**src/rtl/regfile_access_ctrl.sv**
```systemverilog
// Operand-fetch controller for the 32x32 2R/1W register file: read issue, latency absorption, x0 handling.
// Optional writeback forwarding and hold snoop are compiled in with REGFILE_FWD_BYPASS_EN.
module regfile_access_ctrl (
  input  logic        clk,
  input  logic        rst_n,
  input  logic        req_valid,
  output logic        req_ready,
  input  logic [4:0]  req_rs1,
  input  logic [4:0]  req_rs2,
  input  logic [4:0]  req_rd,
  output logic        op_valid,
  input  logic        op_ready,
  output logic [31:0] op_rs1_data,
  output logic [31:0] op_rs2_data,
  output logic [4:0]  op_rd,
  input  logic        wb_valid,
  input  logic [4:0]  wb_rd,
  input  logic [31:0] wb_data,
  output logic        rf_wr_en,
  output logic [4:0]  rf_wr_addr,
  output logic [31:0] rf_wr_data,
  output logic        rf_rd_en,
  output logic [4:0]  rf_rd_addr1,
  output logic [4:0]  rf_rd_addr2,
  input  logic [31:0] rf_rd_data1,
  input  logic [31:0] rf_rd_data2
);

  typedef enum logic [1:0] {
    IDLE  = 2'd0,
    FETCH = 2'd1,
    VALID = 2'd2
  } state_t;

  state_t      state_r, state_s;
  logic        rst_done_r;
  logic [4:0]  rs1_r, rs2_r, rd_r;
  logic [31:0] op1_r, op2_r, op1_s, op2_s;
  logic        stall_s, issue_s, req_ready_s;

`ifdef REGFILE_FWD_BYPASS_EN
  logic        wbq_valid_r;
  logic [4:0]  wbq_rd_r;
  logic [31:0] wbq_data_r;

  function automatic logic [31:0] resolve_src(
    input logic [4:0]  src,
    input logic [31:0] rf_data,
    input logic        cur_v,
    input logic [4:0]  cur_a,
    input logic [31:0] cur_d,
    input logic        q_v,
    input logic [4:0]  q_a,
    input logic [31:0] q_d
  );
    logic [31:0] res;
    if (src == 5'd0) res = 32'd0;
    else if (cur_v && (cur_a == src)) res = cur_d;
    else if (q_v && (q_a == src)) res = q_d;
    else res = rf_data;
    return res;
  endfunction

  assign stall_s = 1'b0;

  // Remember last cycle's writeback: during FETCH it is the one the read edge missed.
  always_ff @(posedge clk or negedge rst_n) begin
    if (!rst_n) begin
      wbq_valid_r <= 1'b0;
      wbq_rd_r    <= 5'd0;
      wbq_data_r  <= 32'd0;
    end else begin
      wbq_valid_r <= wb_valid & (wb_rd != 5'd0);
      wbq_rd_r    <= wb_rd;
      wbq_data_r  <= wb_data;
    end
  end
`else
  function automatic logic [31:0] resolve_src(
    input logic [4:0]  src,
    input logic [31:0] rf_data
  );
    logic [31:0] res;
    if (src == 5'd0) res = 32'd0;
    else res = rf_data;
    return res;
  endfunction

  // Without forwarding, hold off any read that collides with a same-cycle write.
  assign stall_s = wb_valid & (wb_rd != 5'd0) & ((wb_rd == req_rs1) | (wb_rd == req_rs2));
`endif

  assign req_ready_s = rst_done_r & ((state_r == IDLE) | ((state_r == VALID) & op_ready)) & ~stall_s;
  assign issue_s     = req_valid & req_ready_s;

  assign req_ready   = req_ready_s;
  assign rf_rd_en    = issue_s;
  assign rf_rd_addr1 = req_rs1;
  assign rf_rd_addr2 = req_rs2;

  assign rf_wr_en    = wb_valid & (wb_rd != 5'd0);
  assign rf_wr_addr  = wb_rd;
  assign rf_wr_data  = wb_data;

  assign op_valid    = (state_r == VALID);
  assign op_rs1_data = op1_r;
  assign op_rs2_data = op2_r;
  assign op_rd       = rd_r;

  // Next-state and operand-register update.
  always_comb begin
    state_s = state_r;
    op1_s   = op1_r;
    op2_s   = op2_r;
    case (state_r)
      IDLE: begin
        if (issue_s) state_s = FETCH;
        else state_s = IDLE;
      end
      FETCH: begin
        state_s = VALID;
`ifdef REGFILE_FWD_BYPASS_EN
        op1_s = resolve_src(rs1_r, rf_rd_data1, wb_valid, wb_rd, wb_data,
                            wbq_valid_r, wbq_rd_r, wbq_data_r);
        op2_s = resolve_src(rs2_r, rf_rd_data2, wb_valid, wb_rd, wb_data,
                            wbq_valid_r, wbq_rd_r, wbq_data_r);
`else
        op1_s = resolve_src(rs1_r, rf_rd_data1);
        op2_s = resolve_src(rs2_r, rf_rd_data2);
`endif
      end
      VALID: begin
        if (op_ready && issue_s) state_s = FETCH;
        else if (op_ready) state_s = IDLE;
        else state_s = VALID;
`ifdef REGFILE_FWD_BYPASS_EN
        if (wb_valid && (wb_rd != 5'd0) && (wb_rd == rs1_r)) op1_s = wb_data;
        else op1_s = op1_r;
        if (wb_valid && (wb_rd != 5'd0) && (wb_rd == rs2_r)) op2_s = wb_data;
        else op2_s = op2_r;
`endif
      end
      default: begin
        state_s = IDLE;
      end
    endcase
  end

  // State, operand registers and request capture.
  always_ff @(posedge clk or negedge rst_n) begin
    if (!rst_n) begin
      state_r    <= IDLE;
      rst_done_r <= 1'b0;
      rs1_r      <= 5'd0;
      rs2_r      <= 5'd0;
      rd_r       <= 5'd0;
      op1_r      <= 32'd0;
      op2_r      <= 32'd0;
    end else begin
      state_r    <= state_s;
      rst_done_r <= 1'b1;
      op1_r      <= op1_s;
      op2_r      <= op2_s;
      if (issue_s) begin
        rs1_r <= req_rs1;
        rs2_r <= req_rs2;
        rd_r  <= req_rd;
      end
    end
  end

endmodule

```
**config.mk**
```make
export PLATFORM = sky130hd
export DESIGN_NAME = regfile_access_ctrl
export DESIGN_NICKNAME = d
export VERILOG_FILES = /design/src/rtl/regfile_access_ctrl.sv
export SDC_FILE = /design/constraint.sdc
export NUM_CORES = 1
export LEC_CHECK = 0
export ABC_AREA = 1
export CORE_MARGIN = 2
export CORE_UTILIZATION = 40
export DETAILED_ROUTE_END_ITERATION = 10
export MAX_ROUTING_LAYER = met4
export PLACE_DENSITY_LB_ADDON = 0.12
export SLEW_MARGIN = 30
export SYNTH_ARGS = -nofsm -noshare
export SYNTH_HDL_FRONTEND = slang
export SYNTH_SLANG_ARGS = --single-unit
```
**constraint.sdc**
```tcl
create_clock -name clk -period 2.9 [get_ports clk]
set_clock_uncertainty 0.05 [all_clocks]
set_input_delay 0.58 -clock clk [delete_from_list [all_inputs] [get_ports clk]]
set_output_delay 0.58 -clock clk [all_outputs]
set_load 0.1 [all_outputs]
```
* After elaboration in Yosys (flattened, before gate mapping)
Index checks and enable logic that the tools add are counted.
** Storage, ports and cells
- Bits in registers :: 82
- Bits in latches :: 0
- Memory bits (writable) :: 0
- Bits in read-only memories :: 0
- Output and inout port bits :: 120
- Word-level logic and storage cells :: 31
- Memories kept :: 0
** Cells by class
- Add/sub/neg operators :: 0
- $mul :: 0
- Div/mod/pow operators :: 0
- $lt $le $gt $ge :: 0
- Equal/unequal tests :: 4
- Shift-type cells :: 0
- Mux-type cells :: 6
- Bitwise operators :: 9
- Reductions and logical operators :: 5
** Operators by type and width (count)
- $mux W32 :: 2
- $eq A5 B5 Y1 :: 2
- $logic_not A5 Y1 :: 2
- $and A1 B1 Y1 :: 6
- $pmux W2 S3 :: 1
- $reduce_bool A5 Y1 :: 1
- $mux W2 :: 2
- $eq A2 B1 Y1 const B :: 1
- $eq A2 B2 Y1 const B :: 1
- $logic_not A2 Y1 :: 1
- $or A1 B1 Y1 :: 2
- $logic_and A1 B1 Y1 :: 1
- $mux W1 :: 1
- $not A1 Y1 :: 1

* Depth between registers and ports, before layout
- Word-level depth :: 9
- Mapped depth :: 11

* Worst setup path after synthesis
OpenSTA, ideal clock, no wires.
- Path type :: in2out
- Start :: in wb_rd[1]
- End :: out rf_rd_en
- Arrival :: 2363 ps
- Setup slack :: -93 ps
- Stages :: 8
- Path buffers :: 1
- Cells stage by stage :: inv_1 > nand4_1 > o21ai_1 > inv_1 > nand2_4 > nand3_4 > buf_6 > inv_1
** Between the ends
- Word-level cells in the longest chain between the ends :: 6
** RTL lines
- start: declaration :: RTL line 17 : input logic [4:0] wb_rd,
- $reduce_bool A5 Y1
- $and A1 B1 Y1
- via rf_wr_en :: RTL line 19 : output logic rf_wr_en,
- $and A1 B1 Y1 :: RTL line 90 : assign stall_s = wb_valid & (wb_rd != 5'd0) & ((wb_rd == req_rs1) | (wb_rd == req_rs2));
- $not A1 Y1 :: RTL line 93 : assign req_ready_s = rst_done_r & ((state_r == IDLE) | ((state_r == VALID) & op_ready)) & ~stall_s;
- $and A1 B1 Y1 :: RTL line 93
- $and A1 B1 Y1 :: RTL line 94 : assign issue_s = req_valid & req_ready_s;
- end: declaration :: RTL line 22 : output logic rf_rd_en,
The timed path passes the listed nets, and every way through them passes these cells.

* Worst setup path after layout
- Start :: in wb_rd[3]
- End :: out req_ready
** Between the ends
- Word-level cells in the longest chain between the ends :: 5
** RTL lines
- $eq A5 B5 Y1 / $reduce_bool A5 Y1 (equally long branches) :: RTL line 90
- $or A1 B1 Y1 / $and A1 B1 Y1 (equally long branches) :: RTL line 90
- $and A1 B1 Y1 (*) :: RTL line 90
- $not A1 Y1 (*) :: RTL line 93
- $and A1 B1 Y1 (*) :: RTL line 93
- end: declaration :: RTL line 7 : output logic req_ready,
Every way passes the cells marked *; elsewhere a longest branch is shown, timed or not.

==> metrics <==
Initial Util 0.408; Final Cycle Share 0.952; status complete, no violations; core box area between 0.009 and 0.01 mm^2; CP startpoint kind input pin; commonest non-fill, non-tap cells in the layout nand2_1 (118), clkdlybuf4s50_1 (86), buf_4 (82); Worst R2R Path Depth 4; Crit Path Category input pin to output pin; number of buffers inserted by post-CTS setup repair 0; Inst Count DP between 700 and 800; minimum clock period roughly 2800 ps; RSZ-0062 raised after global routing no; Worst-Margin Slew around 660 ps; PD cells 1120 mW/mm^2; Clock Path Buffers 2; Worst-Skew Late Latency 340 ps; Root Driver clkbuf_8; Critical R2R Capture op_rs1_data[22]; Gate Count Post-Synth 468; first-pass GRT wire length approximately 17000 um; Slew headroom 0.558; antenna-violating nets left 0; TritonCTS buffer count 9; Min-Delay Path Class input pin to async pin; share of cells above drive strength 1 0.221; Avg Cell Area, Syn 8.44 um^2; CP Data Arrival Time roughly 2100 ps; Final Non-Filler Cells 727; Routed WL ~11000 um; die area between 0.01 and 0.015 mm^2; Post-Syn Area 0.00395 mm^2; n_diodes 0; Top Metal Used met4; Synth-to-Final Area Change 46.4%; hpwl dp slightly below 8000 um; reg2reg setup slack ~900 ps; # hold bufs at CTS 0; Req. time, crit path ~2300 ps; met3 wire length between 700 and 800 um; port bufs between 150 and 200; Die Ht between 100 and 150 um; Pins Over Slew Limit 0; vias in the first global route ~3.3k; most common cell after layout, fill and taps aside nand2_1; Yosys reg bits slightly above 80; setup violators final 0; routed wl met2 roughly 5200 um; Max Cap Viol 0; GPL Wtd Cong 0.833; DRT iter0 DRCs between 100 and 150; IO Count ~240; pre-CTS setup slack 107 ps; Synth Net Count between 500 and 600; Layout fillers 850; row count 36; Yosys cell types 22; Final Worst Setup Slack about 140 ps; largest net degree at the start of global routing 52; setup TNS 0 ps; CP endpoint kind output pin; maximum clock frequency 0.362 GHz; Worst R2R Start state_r[1]; residual DRC count 0; die width about 100 um; Crit Path Max Fanout 10; First-pass DRT Iterations 4; VDD IR-drop max 0.000545 V; met1 wire length 4750 um; Via Count about 3.6k; Layout Nets just over 700; grt total ovfl 0; count of final hold-check violations 0; H-tree level count 3; TritonCTS clock tree done; total global-route track usage 0.205; initial antenna violation count 0; Design Power around 6500 uW; clk sinks between 80 and 90; sequential area share after synthesis 0.519; leak pwr between 0.002 and 0.003 uW; routed wire length per instance about 15 um; Vias per Instance roughly 4.9; Synth Warn # 0; CTS clk-pin slew, worst paths 90 ps
[area by class of cell]
class                   instances  area (um^2)  area share
flip-flops and latches         82         2050       0.355
repair buffers                189         1890       0.327
multi-input cells             289         1350       0.233
well taps                     133          166      0.0288
clock buffers                  11          151      0.0262
clock inverters                 4         98.8      0.0171
inverters                      19         78.8      0.0136
[stage by stage]
| stage | util | hold slack, ps | area, um^2 |
|---|---|---|---|
| final | 0.597 | 148 | 5780 |
| after global routing | 0.597 | 181 | 5780 |
| after CTS | 0.597 | 161 | 5780 |
| after detailed placement | 0.571 | 412 | 5530 |
| after global placement | 0.571 | 409 | 5530 |
| after floorplan | - | 234 | 3960 |
[sequential cells by signal, indices dropped and copies added, names as in the netlist]
signal,count
rs1_r,5
op_rd,5
op_rs2_data,32
rst_done_r,1
state_r,2
op_rs1_data,32
rs2_r,5
[Yosys cell counts]
cell | count | share of area
nand3_4 | 1 | 0.0044
nor2_2 | 1 | 0.0016
inv_1 | 15 | 0.014
nand2_2 | 1 | 0.0016
nor2_1 | 11 | 0.010
nand3_1 | 66 | 0.084
inv_2 | 4 | 0.0038
buf_2 | 9 | 0.011
nor2_4 | 1 | 0.0028
buf_6 | 1 | 0.0028
nor3_1 | 2 | 0.0025
nand2_1 | 120 | 0.11
nand2_4 | 1 | 0.0028
dfrtp_1 | 82 | 0.52
xnor2_1 | 2 | 0.0044
o21ai_1 | 1 | 0.0013
buf_4 | 48 | 0.091
clkbuf_1 | 20 | 0.019
o21ai_0 | 64 | 0.081
nand4_1 | 16 | 0.025
a21oi_1 | 1 | 0.0013
conb_1 | 1 | 0.00095
[layer usage]
metal / up-vias / global-route usage
met1: 1688 / 0.263
met4: 0 / 0.0577
met5: - / -
met2: 134 / 0.329
met3: 18 / 0.0437
li1: 1729 / -
[cells by family (layout without fill, tap and decap cells)]
group | after synthesis | count (layout) | share of synthesized area
other | 1 | 1 | 0.000949
DFF | 82 | 82 | 0.519
buffers and inverters | 97 | 223 | 0.142
xor gates and xnor gates | 2 | 2 | 0.00443
and+or+nand+nor | 220 | 220 | 0.249
AOI/OAI and AO/OA | 66 | 66 | 0.0836
[power breakdown]
part           internal [uW]  switching (uW)
Combinational            748            3010
Sequential              1490             195
Clock                    616             401
[worst max-delay path by stage]
stage	startpoint	endpoint	slack, ps	cells after the start
6_report	wb_rd[3]	req_ready	140	11
3_3_place_gp	wb_rd[4]	req_ready	140	11
5_1_grt	wb_rd[3]	req_ready	3	11
3_5_place_dp	wb_rd[4]	req_ready	110	11
2_1_floorplan	wb_rd[3]	req_ready	3	8
4_1_cts	wb_rd[4]	req_ready	110	11
[critical path: stages]
cell	delay, ps
clkdlybuf4s50_1	590
inv_1	90
nand2_1	60
nand2_1	50
nor2_1	80
nand3_1	90
nand2_2	90
nand2_4	90
nand2_1	120
clkinvlp_4	110
buf_12	170
[repair_timing]
action | CTS | global route
endpoints found under the hold margin | 0 | 0
resized for setup | 0 | 1
setup endpoints to repair | 0 | 1
(Power assumes the default switching activity.)
==> RTL edit 1: new RTL, config.mk and constraints unchanged <==
The option `REGFILE_FWD_BYPASS_EN` is turned on by a define.
--- a/src/rtl/regfile_access_ctrl.sv
+++ b/src/rtl/regfile_access_ctrl.sv
@@ -1,5 +1,7 @@
 // Operand-fetch controller for the 32x32 2R/1W register file: read issue, latency absorption, x0 handling.
 // Optional writeback forwarding and hold snoop are compiled in with REGFILE_FWD_BYPASS_EN.
+`define REGFILE_FWD_BYPASS_EN
+
 module regfile_access_ctrl (
   input  logic        clk,
   input  logic        rst_n,
Check against the original RTL: not equivalent (Yosys sat finds a counterexample within 4 cycles, from zero or initial values and one cycle with rst_n low).
==> RTL edit 1 against the unedited design <==
- area after synthesis increased by 87%
- global-route usage is 6.2 points higher
- sequential share of layout area fell by 6.2 points
- worst setup slack gained 0.28 ns
- non-clock buffer count grew 83
- routed wire length rose by 130%
- sequential power is 39% higher
- sequential cell count grew 38
- cell area up 77%
- power grew 46%
==> RTL edit 1: results (changes against the unedited design) <==
[run_status]
outcome = completed

[route]
dr.pass1.iters = 5  ; +1
num_vias = 7697  ; +120%
drtIter0Drc = 610  ; +390%
drt-vias-per-instance = 5.145  ; +4.8%

[cells_and_area]
layout-drive-gt1-share = 0.1657  ; -0.05479
fillers = 1742  ; +100%
nets = 1375  ; +93%

[global_routing]
grt_max_degree = 56  ; +7.7%
use_met1 = 0.3484  ; +0.08525
grt.total_usage = 0.2667  ; +0.06191
grt_pass1_vias = 7545  ; +130%

[pwr]
irDropWorstVdd_mv = 0.6575  ; +21%
power_leakage_uw = 0.005193  ; +81%

[cts]
clkLatencyLatePin_ns = 0.42  ; +0.08 ns
clkTransAtPathRegs_ns = 0.06  ; -0.03 ns

[logic_synthesis]
ys_top_cells_by_area = dfrtp_1 (41%), nand3_1 (13%), nand2_1 (13%)

[placed_design]
gp_congestion = 0.8985  ; +7.8%
dpl_cell_area_um2 = 9637  ; +74%
portBuffers = 240  ; +36%

[sta]
tightest_slew_ns = 0.8273  ; +0.1661 ns

[worst_setup_path]
timing.rr.end = op_rs2_data[12]
r2r-start = rs2_r[4]
cp_max_fo = 5  ; -5

[floorplan]
die_w_um = 139.8  ; +35%

## RTL edit 1: layer usage
| metal | vias to the layer above | share of wire |
|---|---|---|
| li1 | 3745 | - |
| met1 | 3557 | 0.43 |
| met2 | 356 | 0.48 |
| met3 | 39 | 0.079 |
| met4 | 0 | 0.020 |
| met5 | - | 0 |
## RTL edit 1: how the worst max path moves through the flow
stage | endpoint | cells after the start
after floorplan | rf_rd_en | 5
after global placement | op_rs2_data[18] | 8
after detailed placement | op_rs2_data[1] | 10
after CTS | rf_wr_en | 7
after global routing | rf_wr_en | 7
final | rf_wr_en | 7
## RTL edit 1: critical path, stage by stage
cell and delay, ns:
clkdlybuf4s50_1 0.56, buf_4 0.17, nor2_1 0.04, nand3_1 0.10
nand2_1 0.07, inv_1 0.12, buf_12 0.19
## RTL edit 1: power breakdown
| part | internal, µW | total (µW) | switching [µW] |
|---|---|---|---|
| Clock | 1350 | 2180 | 833 |
| Sequential | 2060 | 2330 | 265 |
| Combinational | 1100 | 4950 | 3850 |
## RTL edit 1: kinds of logic after synthesis
| group | count (synthesis) | synth area share |
|---|---|---|
| AND/OR/NAND/NOR | 573 | 0.3336 |
| XOR/XNOR | 7 | 0.008309 |
| flip-flops | 120 | 0.4070 |
| buffers and inverters | 233 | 0.1533 |
| AO/OA/AOI/OAI | 143 | 0.09734 |
| other | 1 | 0.0005082 |
## RTL edit 1: area by class of cell
type,count,share of cell area
clock buffer,17,0.04153
tap,229,0.02797
inverter,119,0.04361
multi-input combinational,724,0.3201
sequential,120,0.2932
timing repair buffer,272,0.2560
clock inverter,15,0.01759
## RTL edit 1: per-stage QoR
stage	worst slack (ns)	util	instances	hold slack, ns
3_5_place_dp	0.1799	0.5346	1464	0.4227
5_1_grt	0.3438	0.5682	1496	0.1550
6_report	0.4221	0.5682	1496	0.1093
2_1_floorplan	0.02580	-	1077	0.2344
4_1_cts	0.4059	0.5682	1496	0.1249
3_3_place_gp	0.2079	0.5346	1464	0.4147
==> RTL edit 2: new RTL, config.mk and constraints unchanged <==
Without the edit above. Take the reset off `op1_r` and load it in a clocked block of its own.
--- a/src/rtl/regfile_access_ctrl.sv
+++ b/src/rtl/regfile_access_ctrl.sv
@@ -154,12 +154,10 @@
       rs1_r      <= 5'd0;
       rs2_r      <= 5'd0;
       rd_r       <= 5'd0;
-      op1_r      <= 32'd0;
       op2_r      <= 32'd0;
     end else begin
       state_r    <= state_s;
       rst_done_r <= 1'b1;
-      op1_r      <= op1_s;
       op2_r      <= op2_s;
       if (issue_s) begin
         rs1_r <= req_rs1;
@@ -169,5 +167,9 @@
     end
   end
 
+  always_ff @(posedge clk) begin
+    op1_r <= op1_s;
+  end
+
 endmodule
 
Function: differs if rst_n is asserted again (counterexample within 4 cycles, from zero or initial values and one cycle with rst_n low); with rst_n held inactive, the same outputs for 10 cycles.
==> RTL edit 2 against the unedited design <==
- cell area shrank 0.67%
- power shrank 23%
- routed wire length shrank 5.1%
- worst setup slack lost 0.025 ns
- combinational power shrank 33%
- area after synthesis shrank 2.2%
- sequential cell count is the same
- fmax shrank 0.90%
- largest cell class unchanged
==> RTL edit 2: results (changes against the unedited design) <==
[logic_synthesis]
synth_cells = 425  ; -9.2%
synthArstFlopShare = 0.6098  ; -0.3902
ys_seq_area_frac = 0.5724  ; +0.05304
synth-edff-count = 32  ; +32
synth_commonest_cells = nand2_1 (120), dfrtp_1 (50), inv_1 (49)
ys_warn_count = 0  ; unchanged
syn_nets = 546  ; -7.3%
ys_top_cells_by_area = dfrtp_1 (32%), edfxtp_1 (25%), nand2_1 (12%)

[worst_setup_path]
crit_type = in2out
cp_max_fo = 6  ; -4
critical_path.max_stage_delay_ns = 0.57  ; -0.02 ns
r2r-start = state_r[0]
arrival_ns = 2.16  ; +0.03 ns
timing.rr.end = op_rs1_data[6]
rrSetupSlack_ns = 1.05  ; +0.14 ns
startpoint = wb_rd[1]

[run_status]
outcome = completed

[pwr]
irDropWorstVdd_mv = 0.4213  ; -23%
power_leakage_uw = 0.002865  ; about the same
internal_power_uw = 2466  ; -14%

[global_routing]
grt_max_degree = 65  ; +25%
grt_pass1_wl_um = 15350  ; -7.9%
grt.total_usage = 0.1967  ; -0.008030
grt_pass1_vias = 3103  ; -7.2%

[cells_and_area]
fillers = 811  ; -4.6%
nets = 687  ; -3.4%
layout-drive-gt1-share = 0.2399  ; +0.01939

[cts]
cts_root_buf = clkbuf_8
cts-buffers-inserted = 9  ; unchanged
post_cts_buffers = 0  ; unchanged
cts-htree-levels = 3  ; unchanged

[hold_path]
min_path_type = in2async

[sta]
tightest_slew_ns = 0.7400  ; +0.07880 ns

[route]
drt-vias-per-instance = 4.653  ; -5.2%
drt-total-wl_um = 10310  ; -5.1%
drtIter0Drc = 113  ; -9.6%
wire_per_inst_um = 14.73  ; -1.4%

[placed_design]
post-dp-hpwl_um = 7577  ; -2.0%
gp_congestion = 1.018  ; +22%
placedCellCount = 684  ; -3.9%

[RTL edit 2: cell count changes in the layout (fill, tap and decap cells not counted), sizes merged, moves of 2 or more]
| cell | unedited run | this run |
|---|---|---|
| inv | 16 | 51 |
| dfrtp | 82 | 50 |
| edfxtp | 0 | 32 |
| nand3 | 67 | 35 |
| o21ai | 65 | 33 |
| buf | 102 | 110 |
| bufinv | 3 | 1 |
[RTL edit 2: power by group through the flow]
stage / clock network (µW) / registers (µW) / logic [µW]
after floorplan: 0 / 2970 / 679
after global placement: 0 / 1580 / 2510
after detailed placement: 0 / 1590 / 2540
after CTS: 907 / 1560 / 2540
after global routing: 956 / 1590 / 2630
final: 873 / 1560 / 2530
[RTL edit 2: cell type report]
class                   count  area (µm²)  share of cell area
clock buffers              11       156.4             0.02722
well taps                 129       161.4             0.02809
flip-flops and latches     82        2212              0.3850
repair buffers            197        1932              0.3362
inverters                  51       198.9             0.03463
clock inverters             5       58.81             0.01024
multi-input cells         225        1026              0.1786
[RTL edit 2: routing by layer]
layer  part of all wire  routed length, µm  global-route usage  up-vias
met4              0.028                284             0.07692        0
met3              0.088                908             0.05951       30
met2               0.48               4925              0.3117      137
met5                  0                  0                   -        -
met1               0.41               4192              0.2365     1503
li1                   -                  -                   -     1587
[RTL edit 2: critical path: cells and delay by family]
family,cells,cell delay [ns]
buf+inv,4,0.95
simple gates,7,0.62
[RTL edit 2: worst min-delay path by stage]
| stage | startpoint | cells past startpoint | slack, ns | end |
|---|---|---|---|---|
| after floorplan | rst_n | 0 | 0.23 | op_rd[0] |
| after detailed placement | rs2_r[1] | 2 | 0.41 | rs2_r[1] |
| final | rst_n | 1 | 0.14 | op_rs2_data[17] |
| after CTS | rst_n | 1 | 0.14 | op_rs2_data[0] |
| after global routing | rst_n | 1 | 0.15 | op_rs2_data[17] |
| after global placement | rs2_r[1] | 2 | 0.41 | rs2_r[1] |
[RTL edit 2: per-stage QoR]
step	total power, µW	area, µm²	worst slack (ns)	hold WS (ns)
after floorplan	3648	3872	0.002901	0.2344
after global placement	4092	5525	0.1809	0.4061
after detailed placement	4122	5530	0.1265	0.4103
after CTS	5010	5746	0.1164	0.1406
after global routing	5176	5746	0.03683	0.1540
final	4959	5746	0.1141	0.1440
[RTL edit 2: logic make-up (layout without fill, tap and decap cells)]
kind of cell	count (synthesis)	after routing	synth area share
and+or+nand+nor	188	188	0.2127
xor gates and xnor gates	2	2	0.004533
other	1	1	0.0009703
buffers and inverters	118	264	0.1654
DFF	82	82	0.5724
AOI/OAI and AO/OA	34	34	0.04402
